**src/rtl/sram256x8_req_ctrl_if.sv**
```systemverilog
// Request/response bus between a requester and the SRAM front end.
// The master drives requests and response backpressure; the slave is the controller.
interface sram256x8_req_ctrl_if;
  logic       REQ_VALID;
  logic       REQ_READY;
  logic       REQ_WE;
  logic [7:0] REQ_ADDR;
  logic [7:0] REQ_WDATA;
  logic [7:0] REQ_WMASK;
  logic       RSP_VALID;
  logic       RSP_READY;
  logic [7:0] RSP_RDATA;

  modport master (
    output REQ_VALID, REQ_WE, REQ_ADDR, REQ_WDATA, REQ_WMASK, RSP_READY,
    input  REQ_READY, RSP_VALID, RSP_RDATA
  );

  modport slave (
    input  REQ_VALID, REQ_WE, REQ_ADDR, REQ_WDATA, REQ_WMASK, RSP_READY,
    output REQ_READY, RSP_VALID, RSP_RDATA
  );
endinterface

```
**src/rtl/sram256x8_req_ctrl.sv**
```systemverilog
// Front end for the 256x8 bit-maskable single-port SRAM macro.
// Turns a valid/ready request stream into macro cycles, holds read data in a
// backpressured response register, and fills the array with INIT_VALUE after
// reset or on a CLEAR pulse.
module sram256x8_req_ctrl #(
  parameter bit         INIT_ON_RESET = 1'b1,
  parameter logic [7:0] INIT_VALUE    = 8'h00
) (
  input  logic                        CLK,
  input  logic                        RST,
  input  logic                        CLEAR,
  output logic                        INIT_DONE,
  sram256x8_req_ctrl_if.slave         bus,
  output logic                        SRAM_CEN,
  output logic                        SRAM_GWEN,
  output logic [7:0]                  SRAM_WEN,
  output logic [7:0]                  SRAM_A,
  output logic [7:0]                  SRAM_D,
  input  logic [7:0]                  SRAM_Q
);

  typedef enum logic {S_INIT, S_RUN} state_t;

  state_t     state;
  logic [7:0] cnt;
  logic       rd_pend;
  logic       clear_pending;
  logic       rsp_valid;
  logic [7:0] rsp_rdata;
  logic       req_ready;
  logic       acc;

  // One read in flight at a time; a held response only blocks if it is not
  // being drained this cycle. Forced low during reset so the first cycle is clean.
  assign req_ready = ~RST & (state == S_RUN) & ~rd_pend & ~clear_pending &
                     (~rsp_valid | bus.RSP_READY);
  assign acc       = bus.REQ_VALID & req_ready;

  assign bus.REQ_READY = req_ready;
  assign bus.RSP_VALID = rsp_valid;
  assign bus.RSP_RDATA = rsp_rdata;
  assign INIT_DONE     = (state == S_RUN);

  // Macro pins: the macro samples these at the next edge, so they are a pure
  // function of current state and the request accepted this cycle.
  always_comb begin
    SRAM_CEN  = 1'b1;
    SRAM_GWEN = 1'b1;
    SRAM_WEN  = 8'hFF;
    SRAM_A    = 8'h00;
    SRAM_D    = 8'h00;
    if (!RST) begin
      if (state == S_INIT) begin
        SRAM_CEN  = 1'b0;
        SRAM_GWEN = 1'b0;
        SRAM_WEN  = 8'h00;
        SRAM_A    = cnt;
        SRAM_D    = INIT_VALUE;
      end else if (acc) begin
        if (bus.REQ_WE) begin
          // An all-zero mask is accepted but never touches the macro.
          if (|bus.REQ_WMASK) begin
            SRAM_CEN  = 1'b0;
            SRAM_GWEN = 1'b0;
            SRAM_WEN  = ~bus.REQ_WMASK;
            SRAM_A    = bus.REQ_ADDR;
            SRAM_D    = bus.REQ_WDATA;
          end
        end else begin
          SRAM_CEN = 1'b0;
          SRAM_A   = bus.REQ_ADDR;
        end
      end
    end
  end

  // Control FSM, fill counter, read tracking and the response register.
  always_ff @(posedge CLK) begin
    if (RST) begin
      state         <= INIT_ON_RESET ? S_INIT : S_RUN;
      cnt           <= 8'h00;
      rd_pend       <= 1'b0;
      clear_pending <= 1'b0;
      rsp_valid     <= 1'b0;
      rsp_rdata     <= 8'h00;
    end else begin
      // Q is valid one edge after the macro saw the read; capture wins over drain.
      if (rd_pend) begin
        rsp_valid <= 1'b1;
        rsp_rdata <= SRAM_Q;
      end else if (rsp_valid && bus.RSP_READY) begin
        rsp_valid <= 1'b0;
      end

      case (state)
        S_INIT: begin
          cnt <= cnt + 8'd1;
          if (cnt == 8'hFF) state <= S_RUN;
        end
        default: begin
          rd_pend <= acc & ~bus.REQ_WE;
          // Let an outstanding read land before the fill overwrites the array.
          if (clear_pending && !rd_pend) begin
            state         <= S_INIT;
            cnt           <= 8'h00;
            clear_pending <= 1'b0;
          end else if (CLEAR) begin
            clear_pending <= 1'b1;
          end
        end
      endcase
    end
  end

endmodule

```
**src/flat_wrapper.sv**
```systemverilog
// flat-port wrapper written by rule: the top's interface ports become plain ports
module sram256x8_req_ctrl_flat 
#(
  parameter bit         INIT_ON_RESET = 1'b1,
  parameter logic [7:0] INIT_VALUE    = 8'h00
)
  (CLK, RST, CLEAR, INIT_DONE, SRAM_CEN, SRAM_GWEN, SRAM_WEN, SRAM_A, SRAM_D, SRAM_Q, bus_REQ_VALID, bus_REQ_WE, bus_REQ_ADDR, bus_REQ_WDATA, bus_REQ_WMASK, bus_RSP_READY, bus_REQ_READY, bus_RSP_VALID, bus_RSP_RDATA);
  sram256x8_req_ctrl_if bus_i ();
  input  logic CLK;
  input  logic RST;
  input  logic CLEAR;
  output logic INIT_DONE;
  output logic SRAM_CEN;
  output logic SRAM_GWEN;
  output logic [7:0] SRAM_WEN;
  output logic [7:0] SRAM_A;
  output logic [7:0] SRAM_D;
  input  logic [7:0] SRAM_Q;
  input wire logic [$bits(bus_i.REQ_VALID)-1:0] bus_REQ_VALID;
  input wire logic [$bits(bus_i.REQ_WE)-1:0] bus_REQ_WE;
  input wire logic [$bits(bus_i.REQ_ADDR)-1:0] bus_REQ_ADDR;
  input wire logic [$bits(bus_i.REQ_WDATA)-1:0] bus_REQ_WDATA;
  input wire logic [$bits(bus_i.REQ_WMASK)-1:0] bus_REQ_WMASK;
  input wire logic [$bits(bus_i.RSP_READY)-1:0] bus_RSP_READY;
  output wire logic [$bits(bus_i.REQ_READY)-1:0] bus_REQ_READY;
  output wire logic [$bits(bus_i.RSP_VALID)-1:0] bus_RSP_VALID;
  output wire logic [$bits(bus_i.RSP_RDATA)-1:0] bus_RSP_RDATA;
  assign bus_i.REQ_VALID = bus_REQ_VALID;
  assign bus_i.REQ_WE = bus_REQ_WE;
  assign bus_i.REQ_ADDR = bus_REQ_ADDR;
  assign bus_i.REQ_WDATA = bus_REQ_WDATA;
  assign bus_i.REQ_WMASK = bus_REQ_WMASK;
  assign bus_i.RSP_READY = bus_RSP_READY;
  assign bus_REQ_READY = bus_i.REQ_READY;
  assign bus_RSP_VALID = bus_i.RSP_VALID;
  assign bus_RSP_RDATA = bus_i.RSP_RDATA;
  sram256x8_req_ctrl #(.INIT_ON_RESET(INIT_ON_RESET), .INIT_VALUE(INIT_VALUE)) u_core (.CLK(CLK), .RST(RST), .CLEAR(CLEAR), .INIT_DONE(INIT_DONE), .bus(bus_i), .SRAM_CEN(SRAM_CEN), .SRAM_GWEN(SRAM_GWEN), .SRAM_WEN(SRAM_WEN), .SRAM_A(SRAM_A), .SRAM_D(SRAM_D), .SRAM_Q(SRAM_Q));
endmodule
```
**config.mk**
```make
export PLATFORM = sky130hd
export DESIGN_NAME = sram256x8_req_ctrl_flat
export DESIGN_NICKNAME = d
export VERILOG_FILES = /design/src/rtl/sram256x8_req_ctrl_if.sv /design/src/rtl/sram256x8_req_ctrl.sv /design/src/flat_wrapper.sv
export SDC_FILE = /design/constraint.sdc
export NUM_CORES = 1
export LEC_CHECK = 0
export CORE_AREA = 2 2 59 61
export DETAILED_ROUTE_END_ITERATION = 8
export DIE_AREA = 0 0 61 63
export PLACE_DENSITY = 0.78
export SYNTH_ARGS = -nofsm -noshare
export SYNTH_HDL_FRONTEND = slang
export SYNTH_SLANG_ARGS = --single-unit
```
**constraint.sdc**
```tcl
create_clock -name CLK -period 3.4 [get_ports CLK]
set_input_delay 0.51 -clock CLK [delete_from_list [all_inputs] [get_ports CLK]]
set_output_delay 0.51 -clock CLK [all_outputs]
set_load 0.01 [all_outputs]
```
==> results of run 1 <==
[cell usage in the layout, fill, tap and decap left out, drive strengths merged]
cell type,count
o311ai,1
dfxtp,20
o32ai,1
a21boi,1
xnor2,1
nor4,4
or4,2
o21ai,1
nand2,4
o211ai,2
nand2b,4
mux2i,8
nand4,1
or3,2
clkbuf,3
nor2b,1
bufinv,1
and3,2
nor2,17
o21bai,1
nand3b,2
a21oi,13
a22o,9
or2,1
ha,1
buf,4
mux2,2
xor2,1
a2bb2oi,1
o22ai,1
inv,3
and2,8
nand3,4
clkdlybuf4s50,74
[cells in the mapped netlist, types with 3 or more instances]
cell       n
nor2_1    16
nand2_1    4
nand3_1    4
a22o_1     9
a21oi_1   13
dfxtp_1   20
inv_1      3
nor4_1     3
clkbuf_1   4
nand2b_1   3
and2_1     8
mux2i_1    8
[power breakdown]
part	switching (mW)	internal, mW
Combinational	0.0298	0.0608
Clock	0.0730	0.119
Sequential	0.00491	0.237
[per-layer routing]
metal	vias to the layer above	GRT usage, %	wire, um
li1	609	-	-
met1	579	21.0	1340
met2	55	33.7	1830
met3	4	2.90	281
met4	0	5.98	39
met5	-	0	0
[timing repair]
item	4_1_cts	5_1_grt
resized for setup	0	1
setup endpoints to repair	0	5
endpoints found under the hold margin	0	0
[metrics by stage]
stage	instance area (um^2)	setup WS [ns]	std cells	total power [mW]
CTS	1950	0.147	247	0.528
global route	1950	0.199	247	0.546
finish	1950	0.282	247	0.525
floorplan	1090	1.26	125	0.271
global placement	1890	0.208	243	0.335
detailed placement	1890	0.129	243	0.338
[cell families (layout without fill, tap and decap cells)]
| kind of cell | count (synthesis) | after routing | synth area share, % |
|---|---|---|---|
| muxes | 10 | 10 | 9.39 |
| buffers and inverters | 9 | 85 | 3.44 |
| and+or+nand+nor | 52 | 52 | 28.1 |
| DFF | 20 | 20 | 36.7 |
| AOI/OAI and AO/OA | 31 | 31 | 19.7 |
| adders and majority gates | 1 | 1 | 1.15 |
| xor gates and xnor gates | 2 | 2 | 1.60 |
[how the worst min path moves through the flow]
| stage | start | endpoint | slack (ns) | cells after the start |
|---|---|---|---|---|
| finish | u_core.bus.RSP_RDATA[2] | u_core.bus.RSP_RDATA[2] | 0.51 | 2 |
| global route | u_core.cnt[7] | u_core.INIT_DONE | 0.55 | 2 |
| CTS | u_core.bus.RSP_RDATA[5] | u_core.bus.RSP_RDATA[5] | 0.52 | 2 |
| detailed placement | u_core.bus.RSP_RDATA[5] | u_core.bus.RSP_RDATA[5] | 0.49 | 2 |
| global placement | u_core.bus.RSP_RDATA[3] | u_core.bus.RSP_RDATA[3] | 0.48 | 2 |
| floorplan | u_core.cnt[7] | u_core.INIT_DONE | 0.48 | 2 |
[worst reg2reg max path, cell delays in order, from the launching register on]
cell and delay, ns:
dfxtp_1 0.44, ha_1 0.27, inv_1 0.05, or3_1 0.41
mux2_2 0.30, nor2_1 0.08
[flip-flops by register name, summed over array words and instances (netlist names)]
name	flops
u_core.bus.RSP_RDATA	8
u_core.cnt	8
u_core.INIT_DONE	1
u_core.bus.RSP_VALID	1
u_core.clear_pending	1
u_core.rd_pend	1
[cell type report]
class,count,area (um^2)
Clock inverter,1,30.0
Timing Repair Buffer,78,771
Inverter,3,11.3
Fill cell,286,1280
Multi-Input combinational cell,96,657
Sequential cell,20,400
Clock buffer,3,22.5
Tap cell,46,57.6
==> results.ini, run 1 <==
[floorplan]
dieArea_mm2 = 0.00384
core_area_mm2 = 0.00323
num_rows = 21
dieHeight_um = 63
fp.dieW_um = 61
io_pins = 75
start_util_pct = 33.8

[setup_path]
crit_buf_inv = 2
crit_arrival_ns = 2.61
criticalPathCategory = input pin to output pin
critical_path.endpoint = SRAM_A[4]
crit_required_ns = 2.89
reg2reg_depth = 5
crit_fanout = 8
rr_endpoint = u_core.cnt[6]
critPathTopFamily = buffers and inverters
path_cells = clkdlybuf4s50_1, or4_4, nor2_4, a22o_1, clkdlybuf4s50_1
crit_cells = 5
cpMostUsedCell = clkdlybuf4s50_1
cp-end-kind = output pin
r2r_slack_ns = 1.81
slowest_stage = or4_4
cp-startpoint = RST
r2r_start = u_core.cnt[0]
cp-start-kind = input pin
max_stage_delay_ns = 0.62

[cts]
postCtsHoldBufs = 0
cts_tree = done
clk_pin_slew_ns = 0.12
cts.sink_count = 20
htreeDepth = 1
post_cts_buffers = 0
clockBufferDepth = 2
numCtsBuffers = 3
clk_latency_ns = 0.30
root_buffer = clkbuf_4

[run]
maxCapViolations = 0

[global_routing]
grt_max_degree = 20
antenna_found_initial = 0
grt_pass1_vias = 1250
grt-ovfl-total = 0
gr-usage-all-layers_pct = 18.5
grt_pass1_wl_um = 5640

[timing]
skew_ns = 0.00568
finalCriticalPeriod_ns = 3.12
rsz0062_at_grt = no
max_freq_ghz = 0.321
maxSlewHeadroom_pct = 54.7
hold_viol = 0
holdWs_ns = 0.511
final-setup-viol-count = 0
slew_viol_final = 0
tightestPinTransition_ns = 0.678
fin_setup_tns_ns = 0
min_period_over_period_pct = 91.7

[logic_synthesis]
synth_edf_count = 0
synthFlopType = dfxtp_1
synthesis.area_mm2 = 0.00109
yosysTopAreaCellShare_pct = 36.7
yosysSeqAreaShare_pct = 36.7
synth-seq-cells = 20
synth_area_leaders = dfxtp_1, mux2i_1, a22o_1
synthArstFlopShare_pct = 0
synth_top_area_cell = dfxtp_1
synth_nets = 164
syn_inst = 125
ys_warn_count = 0
syn_area_per_cell_um2 = 8.74
ys_types = 37

[detailed_routing]
wl_um = 3490
first_pass_iters = 4
via_per_inst = 5.05
drc = 0
drt_iter0_drc = 40
antenna_violating_nets_post_route = 0
wl_per_cell_um = 14.1
vias = 1247

[power_and_ir_drop]
p_leak_nw = 0.673
vdd_ir_drop_max_uv = 183
power_density_mw_per_mm2 = 269

[layout]
drive_gt1_share_pct = 8.46
fin_nets = 241
area_growth_pct = 78.5
utilization_pct = 60.3
n_antenna_cell = 0

[status]
outcome = finished, final reports clean

[placed_design]
numPortBuffers = 74
gp_congestion = 0.792
dp_hpwl_um = 2800

[min_path]
hold_class = flop to flop

Note: power is estimated with default switching activity, not from simulation.
==> run 2: changes to the inputs <==
TNS_END_PERCENT = 20   (was not set)
==> results of run 2 <==
Final layout, timing and power as in run 1 (identical DEF).
==> run 3: changes to the inputs <==
CTS_CLUSTER_SIZE = 8   (was not set)
SKIP_LAST_GASP = 1   (was not set)
SLEW_MARGIN = 20   (was not set)
==> results of run 3 <==
Final layout, timing and power as in run 1 (identical DEF).
